===== config.mk =====
export PLATFORM = sky130hd
export DESIGN_NAME = conv_frame_driver
export DESIGN_NICKNAME = d
export VERILOG_FILES = /design/src/rtl/conv_pkg.sv /design/src/rtl/conv_result_buf.sv /design/src/rtl/conv_frame_driver.sv
export SDC_FILE = /design/constraint.sdc
export NUM_CORES = 2
export LEC_CHECK = 0
export CORE_AREA = 2 2 384 386
export DETAILED_ROUTE_END_ITERATION = 10
export DIE_AREA = 0 0 386 388
export GPL_TIMING_DRIVEN = 0
export PLACE_DENSITY_LB_ADDON = 0.05
export SETUP_SLACK_MARGIN = 0.15
export SLEW_MARGIN = 5
export SYNTH_ARGS = -nofsm -noshare
export SYNTH_HDL_FRONTEND = slang
export SYNTH_HIERARCHICAL = 1
export SYNTH_SLANG_ARGS = --single-unit

===== constraint.sdc =====
create_clock -name clk -period 3.95 [get_ports clk]
set_clock_uncertainty 0.05 [all_clocks]
set_input_delay 0.395 -clock clk [delete_from_list [all_inputs] [get_ports clk]]
set_output_delay 0.395 -clock clk [all_outputs]
set_load 0.1 [all_outputs]

===== src/rtl/conv_pkg.sv =====
// Shared constants and FSM encoding for the
// convolution frame driver.
package conv_pkg;

  localparam int IFM_W   = 16;
  localparam int OFM_W   = 36;
  localparam int IFM_N   = 49;
  localparam int WGT_N   = 9;
  localparam int OFM_N   = 25;
  localparam int TIMEOUT = 64;

  localparam logic [5:0] IFM_NC   = 6'(IFM_N);
  localparam logic [5:0] WGT_NC   = 6'(WGT_N);
  localparam logic [4:0] OFM_NC   = 5'(OFM_N);
  localparam logic [4:0] K_LAST   = 5'(OFM_N - 1);
  localparam logic [6:0] TMO_LAST = 7'(TIMEOUT - 1);

  typedef enum logic [2:0] {
    S_IDLE,
    S_SEND,
    S_WAIT,
    S_COLLECT,
    S_DRAIN
  } state_t;

endpackage


===== src/rtl/conv_result_buf.sv =====
// 25-entry OFM result store: one write port,
// registered read port, async clear.
module conv_result_buf
  import conv_pkg::*;
(
  input  logic             clk,
  input  logic             rst_n,
  input  logic             i_we,
  input  logic [4:0]       i_waddr,
  input  logic [OFM_W-1:0] i_wdata,
  input  logic [4:0]       i_raddr,
  output logic [OFM_W-1:0] o_rdata
);

  logic [OFM_W-1:0] r_mem [OFM_N];
  logic [OFM_W-1:0] r_rdata;

  // result write, cleared on reset
  always_ff @(posedge clk or negedge rst_n) begin
    if (!rst_n) begin
      for (int i = 0; i < OFM_N; i++)
        r_mem[i] <= '0;
    end else if (i_we && i_waddr < OFM_NC) begin
      r_mem[i_waddr] <= i_wdata;
    end
  end

  // registered read, zero beyond last entry
  always_ff @(posedge clk or negedge rst_n) begin
    if (!rst_n)
      r_rdata <= '0;
    else if (i_raddr < OFM_NC)
      r_rdata <= r_mem[i_raddr];
    else
      r_rdata <= '0;
  end

  assign o_rdata = r_rdata;

endmodule


===== src/rtl/conv_frame_driver.sv =====
// Host-side frame driver: buffers one IFM/weight
// frame, streams it to the engine, captures OFMs.
module conv_frame_driver
  import conv_pkg::*;
(
  input  logic             clk,
  input  logic             rst_n,
  input  logic             ld_en,
  input  logic             ld_sel,
  input  logic [5:0]       ld_addr,
  input  logic [IFM_W-1:0] ld_data,
  input  logic             start,
  output logic             busy,
  output logic             done,
  output logic             err_timeout,
  output logic             err_short,
  input  logic [4:0]       rd_addr,
  output logic [OFM_W-1:0] rd_data,
  output logic             conv_in_valid,
  output logic             conv_weight_valid,
  output logic [IFM_W-1:0] conv_ifm,
  output logic [IFM_W-1:0] conv_weight,
  input  logic             conv_out_valid,
  input  logic [OFM_W-1:0] conv_ofm
);

  state_t r_state, w_state_nx;

  logic [IFM_W-1:0] r_ifm [IFM_N];
  logic [IFM_W-1:0] r_wgt [WGT_N];

  logic [5:0] r_cnt, w_cnt_nx;
  logic [4:0] r_k,   w_k_nx;
  logic [6:0] r_tmo, w_tmo_nx;

  logic r_busy, w_busy_nx;
  logic r_done, w_done_nx;
  logic r_eto,  w_eto_nx;
  logic r_esh,  w_esh_nx;
  logic r_iv,   w_iv_nx;
  logic r_wv,   w_wv_nx;

  logic [IFM_W-1:0] r_cifm, w_cifm_nx;
  logic [IFM_W-1:0] r_cwgt, w_cwgt_nx;

  logic             w_we;
  logic [4:0]       w_waddr;
  logic             w_ld_ifm;
  logic             w_ld_wgt;
  logic [IFM_W-1:0] w_ifm0;
  logic [IFM_W-1:0] w_wgt0;

  assign w_ld_ifm = ld_en && !ld_sel
                 && ld_addr < IFM_NC
                 && r_state == S_IDLE;
  assign w_ld_wgt = ld_en && ld_sel
                 && ld_addr < WGT_NC
                 && r_state == S_IDLE;

  // word 0 goes out on the start edge, so a
  // same-cycle load of address 0 must bypass
  assign w_ifm0 = (w_ld_ifm && ld_addr == '0)
                ? ld_data : r_ifm[0];
  assign w_wgt0 = (w_ld_wgt && ld_addr == '0)
                ? ld_data : r_wgt[0];

  // host loads into IFM/weight buffers
  always_ff @(posedge clk or negedge rst_n) begin
    if (!rst_n) begin
      for (int i = 0; i < IFM_N; i++)
        r_ifm[i] <= '0;
      for (int i = 0; i < WGT_N; i++)
        r_wgt[i] <= '0;
    end else begin
      if (w_ld_ifm)
        r_ifm[ld_addr] <= ld_data;
      if (w_ld_wgt)
        r_wgt[ld_addr[3:0]] <= ld_data;
    end
  end

  // FSM state, counters and registered outputs
  always_ff @(posedge clk or negedge rst_n) begin
    if (!rst_n) begin
      r_state <= S_IDLE;
      r_cnt   <= '0;
      r_k     <= '0;
      r_tmo   <= '0;
      r_busy  <= 1'b0;
      r_done  <= 1'b0;
      r_eto   <= 1'b0;
      r_esh   <= 1'b0;
      r_iv    <= 1'b0;
      r_wv    <= 1'b0;
      r_cifm  <= '0;
      r_cwgt  <= '0;
    end else begin
      r_state <= w_state_nx;
      r_cnt   <= w_cnt_nx;
      r_k     <= w_k_nx;
      r_tmo   <= w_tmo_nx;
      r_busy  <= w_busy_nx;
      r_done  <= w_done_nx;
      r_eto   <= w_eto_nx;
      r_esh   <= w_esh_nx;
      r_iv    <= w_iv_nx;
      r_wv    <= w_wv_nx;
      r_cifm  <= w_cifm_nx;
      r_cwgt  <= w_cwgt_nx;
    end
  end

  // next-state, counter and output decode
  always_comb begin
    w_state_nx = r_state;
    w_cnt_nx   = r_cnt;
    w_k_nx     = r_k;
    w_tmo_nx   = r_tmo;
    w_busy_nx  = r_busy;
    w_done_nx  = 1'b0;
    w_eto_nx   = r_eto;
    w_esh_nx   = r_esh;
    w_iv_nx    = 1'b0;
    w_wv_nx    = 1'b0;
    w_cifm_nx  = '0;
    w_cwgt_nx  = '0;
    w_we       = 1'b0;
    w_waddr    = r_k;
    unique case (r_state)
      S_IDLE: begin
        if (start) begin
          w_state_nx = S_SEND;
          w_busy_nx  = 1'b1;
          w_eto_nx   = 1'b0;
          w_esh_nx   = 1'b0;
          w_iv_nx    = 1'b1;
          w_cifm_nx  = w_ifm0;
          w_wv_nx    = 1'b1;
          w_cwgt_nx  = w_wgt0;
          w_cnt_nx   = 6'd1;
        end
      end
      S_SEND: begin
        if (r_cnt < IFM_NC) begin
          w_iv_nx   = 1'b1;
          w_cifm_nx = r_ifm[r_cnt];
          w_cnt_nx  = r_cnt + 6'd1;
          if (r_cnt < WGT_NC) begin
            w_wv_nx   = 1'b1;
            w_cwgt_nx = r_wgt[r_cnt[3:0]];
          end
        end else begin
          // the first WAIT cycle already counts
          w_state_nx = S_WAIT;
          w_tmo_nx   = 7'd1;
        end
      end
      S_WAIT: begin
        if (conv_out_valid) begin
          w_we       = 1'b1;
          w_waddr    = '0;
          w_k_nx     = 5'd1;
          w_state_nx = S_COLLECT;
        end else if (r_tmo == TMO_LAST) begin
          w_eto_nx   = 1'b1;
          w_done_nx  = 1'b1;
          w_busy_nx  = 1'b0;
          w_state_nx = S_IDLE;
        end else begin
          w_tmo_nx = r_tmo + 7'd1;
        end
      end
      S_COLLECT: begin
        if (conv_out_valid) begin
          w_we   = 1'b1;
          w_k_nx = r_k + 5'd1;
          if (r_k == K_LAST) begin
            w_state_nx = S_DRAIN;
            w_tmo_nx   = '0;
          end
        end else begin
          w_esh_nx   = 1'b1;
          w_done_nx  = 1'b1;
          w_busy_nx  = 1'b0;
          w_state_nx = S_IDLE;
        end
      end
      S_DRAIN: begin
        // two idle cycles: engine counter cleared
        if (conv_out_valid) begin
          w_tmo_nx = '0;
        end else if (r_tmo[0]) begin
          w_done_nx  = 1'b1;
          w_busy_nx  = 1'b0;
          w_state_nx = S_IDLE;
        end else begin
          w_tmo_nx = 7'd1;
        end
      end
      default: w_state_nx = S_IDLE;
    endcase
  end

  conv_result_buf u_res (
    .clk     (clk),
    .rst_n   (rst_n),
    .i_we    (w_we),
    .i_waddr (w_waddr),
    .i_wdata (conv_ofm),
    .i_raddr (rd_addr),
    .o_rdata (rd_data)
  );

  assign busy              = r_busy;
  assign done              = r_done;
  assign err_timeout       = r_eto;
  assign err_short         = r_esh;
  assign conv_in_valid     = r_iv;
  assign conv_weight_valid = r_wv;
  assign conv_ifm          = r_cifm;
  assign conv_weight       = r_cwgt;

endmodule

==> impl_metrics.json <==
{
  "synth.area.top_cells": "dfrtp_1, mux2_2, mux4_2, mux2i_1, clkbuf_1",
  "synthTopCellsByCount": "dfrtp_1, mux2_2, mux4_2",
  "synth_seq_cells": 1923,
  "end_kind": "flop",
  "finalCritPeriodShare_pct": 99.58,
  "timing.fmax_mhz": 254.2,
  "grt_max_degree": 173,
  "syn_to_final_growth_pct": 12.67,
  "synth_seq_area_share_pct": 55.46,
  "root_buffer": "clkbuf_16",
  "insertion_delay_ns": 0.82,
  "io_buffer_count": 127,
  "crit_buf_inv": 5,
  "h-tree-depth": 4,
  "synth_mux_area_share_pct": 35.25,
  "synth_top_flop_cell": "dfrtp_1",
  "critPathTopFamily": "buffers and inverters",
  "grt_usage_pct": 37.63,
  "powerDensity_nw_per_um2": 573.4,
  "syn-num-nets": 5796,
  "fin_nets": 6145,
  "grt_pass1_wl_um": 399200,
  "synth_fa_ha_area_share_pct": 0.07210,
  "vias_per_cell": 6.656,
  "die-area_um2": 149800,
  "worstPathCellList": "buf_4, buf_4, buf_4, inv_1, ha_1, nor3b_4, o21ai_2, clkbuf_2, o221ai_1, a32o_1",
  "initial_core_util_pct": 59.76,
  "synth_top_area_share_pct": 55.46,
  "async_reset_ff_share_pct": 100.0,
  "via_count": 54281,
  "synth_compound_area_share_pct": 3.406,
  "slew_violations": 25,
  "core_um2": 145200,
  "drc": 0,
  "min_path_type": "primary input to flop",
  "yosys.area_share.simple_pct": 2.900,
  "grt_setup_unrepaired": "true",
  "grt-ovfl-total": 0,
  "wl_um": 277600,
  "synth_area_um2": 86770,
  "p_leak_nw": 46.98,
  "cp_slowest_stage_delay_ns": 0.49,
  "rows": 140,
  "cap_violations": 3,
  "ant_nets": 0,
  "synth_top_family_by_area": "multiplexers",
  "cp_slowest_cell": "a32o_1",
  "hold_viol": 0,
  "m1WireLength_um": 105300,
  "synth_edf_count": 0,
  "drive_gt1_share_pct": 45.37,
  "cp.required_ns": 4.56,
  "maxSlewHeadroom_pct": -7.817,
  "violations": "max-capacitance violations, max-slew violations",
  "wl_per_cell_um": 34.04,
  "numCtsBuffers": 198,
  "design_area_um2": 97770,
  "finalWeightedCongestion": 0.9594,
  "routed.top_layer": "met5",
  "wl_met2_um": 129300,
  "period_minus_slack_ns": 3.933,
  "drtPass1Iterations": 8,
  "pre_cts_ws_ns": -1.458,
  "io_pins": 143,
  "cp.arrival_ns": 4.54,
  "cpMostUsedCell": "buf_4",
  "synth-xor-area-share_pct": 0.06056,
  "syn_avg_cell_area_um2": 15.16,
  "setup_viol": 0,
  "cts_tree": "yes",
  "synth_area_leader_cell": "dfrtp_1",
  "cts.clk_slew.worst_paths_ns": 0.07,
  "die_x_um": 386,
  "wl_met3_um": 20040,
  "worstSetupStartpointType": "flop",
  "synth_cells": 5722,
  "hpwl_um": 190400,
  "path_class": "flop to flop",
  "yosysMostFrequentCell": "dfrtp_1",
  "path_max_fanout": 10,
  "ys_types": 79,
  "vdd_drop_max_mv": 0.5430,
  "grt_pass1_vias": 56066,
  "clkSinkCount": 1923,
  "clockBufferDepth": 3,
  "drtIter0Drc": 4870,
  "yosysWarnings": 6,
  "dpl-instance-area_um2": 90820,
  "grt_antenna_before_repair": 12,
  "fin_ws_ns": 0.01655,
  "outcome": "finished, violations left",
  "worstMarginPinSlew_ns": 1.617,
  "die_h_um": 388
}
## flip-flops by register name, indices dropped and copies added, names as in the netlist
| signal | count |
|---|---|
| busy | 1 |
| conv_ifm | 16 |
| conv_in_valid | 1 |
| conv_weight | 16 |
| conv_weight_valid | 1 |
| done | 1 |
| err_short | 1 |
| err_timeout | 1 |
| r_cnt | 6 |
| r_ifm | 784 |
| r_k | 5 |
| r_state | 3 |
| r_tmo | 7 |
| r_wgt | 144 |
| u_res/o_rdata | 36 |
| u_res/r_mem | 900 |
## final timing paths
check | end | slack, ns | depth (start not counted) | start
max | conv_ifm[10] | 0.02 | 10 | r_cnt[0]
min | err_timeout | 0.07 | 3 | conv_out_valid
max reg2reg | conv_ifm[10] | 0.02 | 10 | r_cnt[0]
min reg2reg | u_res/r_mem[381] | 0.43 | 1 | u_res/r_mem[381]
max in group asynchronous | r_ifm[433] | 1.18 | 5 | rst_n
min in group asynchronous | u_res/o_rdata[29] | 0.14 | 2 | rst_n
## area by class of cell
class | instances | area [um^2]
flip-flops and latches | 1923 | 48120
clock buffers | 298 | 5959
multi-input cells | 3279 | 36310
clock inverters | 66 | 729.5
plain buffers | 511 | 2495
repair buffers | 149 | 1709
inverters | 9 | 33.78
diodes | 3 | 7.507
fillers | 10323 | 47450
well taps | 1917 | 2399
## cells in the final DEF (no fill, tap or decap), drive strengths merged, types with 9 or more instances in the layout
master and instances:
dfrtp 1923, mux2 1833, clkbuf 562, mux4 334, buf 265, mux2i 240, nand2 165, clkdlybuf4s50 126
nor2 87, a22oi 80, o22ai 64, nand3 63, clkinv 45, a21oi 41, o21ai 30, a22o 29
nor2b 26, a221oi 25, o211ai 19, o2bb2ai 19, nor3 19, nand4 16, a211oi 15, nand2b 14
o221ai 14, bufinv 13, inv 13, a21boi 11, and3 10, nand3b 9, and2 9
## per-stage QoR
step           utilization [%]  setup TNS, ns  hold WS (ns)  cells  power (mW)
6_report                 67.33              0       0.07110   8155       56.06
3_5_place_dp             62.54         -24.12        0.3950   7778       36.83
4_1_cts                  67.27              0       0.03060   8150       55.95
3_3_place_gp             62.28              -        0.4128   7766       36.54
5_1_grt                  67.32              0       0.08734   8153       57.82
2_1_floorplan                -              0       0.04941   5722       31.72
## cells by family after synthesis
kind of cell	count (synthesis)
compound gates	406
xor+xnor	6
fa+ha+maj	5
buf+inv	520
flops	1923
mux	2407
simple gates	455
## report_power, final
| part | switching (mW) | internal [mW] | total (mW) |
|---|---|---|---|
| logic | 8.05 | 5.10 | 13.1 |
| clock network | 7.92 | 11.2 | 19.2 |
| registers | 1.35 | 22.4 | 23.8 |
## worst min-delay path, stage by stage
cell	delay, ns
clkbuf_1	0.19
nor2_1	0.18
a22o_1	0.13
## routing by layer
metal | GRT usage, % | up-vias
li1 | - | 21993
met5 | 0 | -
met1 | 48.26 | 29034
met4 | 25.50 | 8
met3 | 7.281 | 798
met2 | 58.27 | 2448
## repair_timing
action / CTS / global route
setup buffers: 7 / 2
endpoints found under the setup margin: 544 / 284
pin swaps: 3 / 1
hold endpoints to repair: 132 / 0
resized for setup: 36 / 12
hold buffers: 1 / 0
(Power assumes the default switching activity.)
